$ cat src/rtl/hazard_detection_unit.sv
`default_nettype none
// ============================================================================
// hazard_detection_unit : load-use stall detector beside the ID stage, with
// registered stall statistics.                         Revision: 1.0
// ============================================================================
module hazard_detection_unit #(
  parameter int REG_W       = 5,
  parameter int CNT_W       = 32,
  parameter bit ZERO_EXEMPT = 1'b1
) (
  input  logic             clk,
  input  logic             rst,
  input  logic             ID_EX_MemRead,
  input  logic [REG_W-1:0] ID_EX_RegRt,
  input  logic [REG_W-1:0] IF_ID_RegRs,
  input  logic [REG_W-1:0] IF_ID_RegRt,
  output logic             Mux_Select_Stall,
  output logic             PCWrite,
  output logic             IF_ID_Write,
  output logic [CNT_W-1:0] stall_count,
  output logic             stall_last
);

  localparam logic [CNT_W-1:0] C_CNT_MAX = {CNT_W{1'b1}};

  logic             w_match;
  logic             w_zero_dest;
  logic             w_hazard;
  logic [CNT_W-1:0] stall_count_d;
  logic [CNT_W-1:0] stall_count_q;
  logic             stall_last_d;
  logic             stall_last_q;

  // A match on rs, rt or both is the same single stall.
  always_comb begin
    w_match     = (ID_EX_RegRt == IF_ID_RegRs) || (ID_EX_RegRt == IF_ID_RegRt);
    w_zero_dest = ZERO_EXEMPT && (ID_EX_RegRt == '0);
    w_hazard    = ID_EX_MemRead && w_match && !w_zero_dest;
  end

  assign Mux_Select_Stall = w_hazard;
  assign PCWrite          = ~w_hazard;
  assign IF_ID_Write      = ~w_hazard;

  // Counter saturates at all-ones so long runs never wrap back to small values.
  always_comb begin
    stall_count_d = stall_count_q;
    stall_last_d  = w_hazard;
    if (w_hazard && (stall_count_q != C_CNT_MAX)) begin
      stall_count_d = stall_count_q + 1'b1;
    end
  end

  always_ff @(posedge clk or posedge rst) begin
    if (rst) begin
      stall_count_q <= '0;
      stall_last_q  <= 1'b0;
    end else begin
      stall_count_q <= stall_count_d;
      stall_last_q  <= stall_last_d;
    end
  end

  assign stall_count = stall_count_q;
  assign stall_last  = stall_last_q;

endmodule
`default_nettype wire

$ cat config.mk
export PLATFORM = sky130hd
export DESIGN_NAME = hazard_detection_unit
export DESIGN_NICKNAME = d
export VERILOG_FILES = /design/src/rtl/hazard_detection_unit.sv
export SDC_FILE = /design/constraint.sdc
export NUM_CORES = 1
export LEC_CHECK = 0
export CORE_MARGIN = 2
export CORE_UTILIZATION = 42
export DETAILED_ROUTE_END_ITERATION = 12
export GPL_ROUTABILITY_DRIVEN = 0
export GPL_TIMING_DRIVEN = 0
export PLACE_DENSITY = 0.76
export SETUP_SLACK_MARGIN = 0.4
export SYNTH_ARGS = -nofsm -noshare
export SYNTH_HDL_FRONTEND = slang
export SYNTH_SLANG_ARGS = --single-unit
$ cat constraint.sdc
create_clock -name clk -period 2 [get_ports clk]
set_input_delay 0.3 -clock clk [delete_from_list [all_inputs] [get_ports clk]]
set_output_delay 0.3 -clock clk [all_outputs]
set_load 0.02 [all_outputs]
## Word-level counts from Yosys, hierarchy flattened

Cells that the tools add are included.

| operators by class | value |
|---|---|
| add/subtract/negate cells | 1 |
| equal/unequal tests | 3 |
| bitwise logic cells | 1 |
| reductions and logical operators | 6 |

Operators with widths:

| operator | count |
|---|---|
| $add A32 B1 Y32 const B | 1 |
| $ne A32 B32 Y1 const B | 1 |
| $eq A5 B5 Y1 | 2 |
| $logic_not A5 Y1 | 1 |
| $logic_and A1 B1 Y1 | 3 |
| $logic_not A1 Y1 | 1 |
| $logic_or A1 B1 Y1 | 1 |
| $not A1 Y1 | 1 |

| storage, ports and cells | value |
|---|---|
| register bits | 33 |
| input port bits | 18 |
| output and inout bits | 36 |
| word-level logic and storage cells | 13 |

## Depth between registers and ports, before layout

| depth | value |
|---|---|
| depth after elaboration | 5 |
| gate-level depth with buffers | 8 |
| gate-level depth less buffers | 7 |

## Least setup slack after synthesis

No wires, ideal clock.

| timing | value |
|---|---|
| kind | register -> register |
| from | register stall_count_q[0], in the netlist stall_count[0] |
| to | register stall_count_q[10], in the netlist stall_count[10] |
| setup time | 134 ps |
| arrival time | 1,898 ps |
| data required time | 1,866 ps |
| setup slack | -32 ps |
| cell stages (with the launch flop) | 9 |
| buffers on the path | 1 |
| clock period less this slack | 2,032 ps |
| cell sequence | dfrtp_1 -> ha_1 -> nand4_1 -> nor4_2 -> and3_1 -> nor3_1 -> buf_6 -> and3_1 -> xor2_1 |

| on the way | value |
|---|---|
| cells in the longest elaborated chain, start to end | 2 |

RTL lines:

| item | line | RTL |
|---|---|---|
| start, declared | 30 | `logic [CNT_W-1:0] stall_count_q;` |
| start signal, assigned | 59 | `stall_count_q <= stall_count_d;` |
| parallel branches: the longest is 2 deep, another holds $add A32 B1 Y32 | - |  |

Parallel ways; which one is timed is not known.
A chain may end at the register's enable or synchronous reset.

## Final worst setup path

| timing | value |
|---|---|
| from | input port ID_EX_RegRt[3] |
| to | output port PCWrite |

| on the way | value |
|---|---|
| cells in the longest elaborated chain, start to end | 5 |

RTL lines:

| item | line | RTL |
|---|---|---|
| start, declared | 14 | `input logic [REG_W-1:0] ID_EX_RegRt,` |
| $eq A5 B5 Y1 | 36 | `w_match = (ID_EX_RegRt == IF_ID_RegRs) \|\| (ID_EX_RegRt == IF_ID_RegRt);` |
| $logic_or A1 B1 Y1 | 36 |  |
| $logic_and A1 B1 Y1 | 38 | `w_hazard = ID_EX_MemRead && w_match && !w_zero_dest;` |
| $logic_and A1 B1 Y1 (*) | 38 |  |
| $not A1 Y1 (*) | 42 | `assign PCWrite = ~w_hazard;` |
| end, declared | 18 | `output logic PCWrite,` |

Every way passes the cells marked *; elsewhere a longest branch is shown, timed or not.

==> run metrics <==
status=finished, final reports clean; Syn Inst Count=166; CP endpoint kind=primary output; HP Class=in2async; initial antenna violation count=0; core box area=4000 sq um; # diodes=0; Synth top area share=0.470; # IOs=54; setup total negative slack=0 ns; Switching Share=0.272; Max Cap Viol=0; synthesized cell area=1760 sq um; worst ir drop on vdd=0.642 mV; sequential share of power=0.422; P_int=1.30 mW; DRC=0; largest net degree at the start of global routing=34; vias in the first global route=1553; die span in y=68.7 microns; Mapped Nets=185; die footprint=4720 sq um; Yosys warnings=0; total power draw=1.79 mW; leakage power=1.58 nW; Final Util=0.757; detailed-route wire length per cell=16.4 microns; sequential area share after synthesis=0.470; setup violation total in the final timing report=0; Worst-path clk slew=0.07 ns; TritonCTS buffer count=5; GRT Total Usage=0.217; routed wire length=5.18 mm; crit start category=input pin; Worst-Margin Slew=0.730 ns; Starting Density=0.439; hold_ws=0.474 ns; Port Buffers=53; via count=1655; crit-path max cell delay=0.54 ns; switching power=0.485 mW; unrepaired setup endpoints after global routing=yes; DRT iter0 DRCs=78; Setup CP Type=in2out; worst-path fanout max=7; max-slew violation count=0; final period utilization=0.934; post-DP HPWL=3.23 mm; gr ovfl total=0; PD cells=590 nW/um^2; clk sinks=33; Min Clock Period, post-route=1.87 ns; global-route wire length before repair=7.43 mm; max frequency=535 MHz; Worst Path Required=1.70 ns; Die Span X=68.7 microns; Bufs and invs on worst path=4; area leader, netlist=dfrtp_1; area grow syn2layout=72.2%; Area contributors post-synth=dfrtp_1 47%, xor2_1 11%, xnor2_1 9.0%, nand4_1 4.3%, nand2_1 3.2%; slowest CP cell=or4_4; syn avg cell area=10.6 sq um; share of layout cells above drive strength 1=0.468; drt pass-1 iters=4; Unique masters post-synth=28; Critical Path AT=1.57 ns; most frequent CP cell=buf_8; Rel. slew slack=0.512; Post-CTS Hold Buffers=0; Layout Skew=0.00168 ns; CTS tree=built; Clock power frac=0.367; clk_lat worst skew=0.29 ns; crit-path cells=buf_8 > or4_4 > o21ai_4 > or2_4 > buf_12 > buf_8 > buf_6; post-route ant nets=0; Yosys reg bits=33; combinational group share of total power=0.210; final hold violation count=0; clock tree root buffer cell=clkbuf_8; H-tree levels=2; via-per-instance ratio=5.25; crit-path leading delay family=simple AND/OR/NAND/NOR gates; Nets=283; Core Rows=23; CTS Buffer Depth=2
cell usage in the layout, fill, tap and decap left out, drive strengths merged, types with 8 or more instances in the layout:
cell and instances:
nor3 9, nand2 15, clkbuf 8, buf 54, xnor2 18, nor4 8, dlygate4sd2 31, xor2 23
nand3 11, dfrtp 33, nand4 13, nor2 9
what timing repair did:
action / 4_1_cts / 5_1_grt
buffers inserted: 26 / 12
setup endpoints to repair: 80 / 38
pin swaps: 25 / 19
resized for setup: 109 / 25
worst register-to-register path: cells and delay by family, from the launching register on:
kind	cells	cell delay, ns
adders and majority gates	1	0.14
xor gates and xnor gates	1	0.14
and+or+nand+nor	5	0.92
buffers and inverters	1	0.15
DFF	1	0.39
registers in the layout, summed over array words and instances (netlist names):
signal	cells
stall_count	32
stall_last	1
area by class of cell:
cell class | count | area, sq um
inverter | 7 | 32.5
buffer | 4 | 57.6
multi-input combinational | 122 | 1130
clock inverter | 1 | 30.0
timing repair buffer | 91 | 779
clock buffer | 7 | 86.3
tap | 50 | 62.6
sequential | 33 | 846
fill | 249 | 972
final timing paths:
kind | cells past startpoint | slack (ns) | startpoint | end
max in group asynchronous | 2 | 1.08 | rst | stall_count[1]
setup / recovery | 7 | 0.13 | ID_EX_RegRt[3] | PCWrite
min in group clk | 1 | 0.49 | stall_count[23] | stall_count[23]
hold reg to reg | 1 | 0.49 | stall_count[23] | stall_count[23]
hold / removal | 2 | 0.47 | rst | stall_count[22]
setup reg to reg | 8 | 0.14 | stall_count[1] | stall_count[10]
cell usage after synthesis (all sizes together):
library cell / n
xor2: 23
and2: 1
nand4: 13
nor3: 9
dfrtp: 33
or2: 1
mux2: 1
a22oi: 1
inv: 7
nor2: 9
nand3b: 1
or4: 1
nor4: 8
nand2: 15
and3: 5
buf: 4
ha: 1
nand3: 11
o21ai: 3
and4bb: 1
xnor2: 18
per-stage QoR:
stage | cell area, sq um | worst slack, ns | instances
floorplan | 1930 | 0.187 | 166
global placement | 2520 | -0.872 | 269
detailed placement | 2520 | -0.902 | 269
CTS | 2860 | 0.128 | 303
global route | 3030 | 0.0720 | 315
finish | 3030 | 0.132 | 315
metal layers:
metal  vias to the layer above  global-route usage  part of all wire
li1                        763                   -                 -
met1                       820               0.264              0.38
met2                        63               0.368              0.55
met3                         9              0.0471             0.051
met4                         0              0.0980             0.016
met5                         -                   0                 0
power groups by stage:
stage | Combinational, mW | Sequential [mW] | Clock, mW
after global routing | 0.404 | 0.761 | 0.688
after CTS | 0.335 | 0.754 | 0.662
final | 0.376 | 0.754 | 0.656
after floorplan | 0.111 | 0.821 | 0
after detailed placement | 0.304 | 0.783 | 0
after global placement | 0.292 | 0.779 | 0
cells by family after synthesis:
family	share of synthesized area
muxes	0.00641
AOI/OAI and AO/OA	0.0149
and+or+nand+nor	0.263
buffers and inverters	0.0349
adders and majority gates	0.00712
DFF	0.470
xor gates and xnor gates	0.204
(Power assumes the default switching activity.)
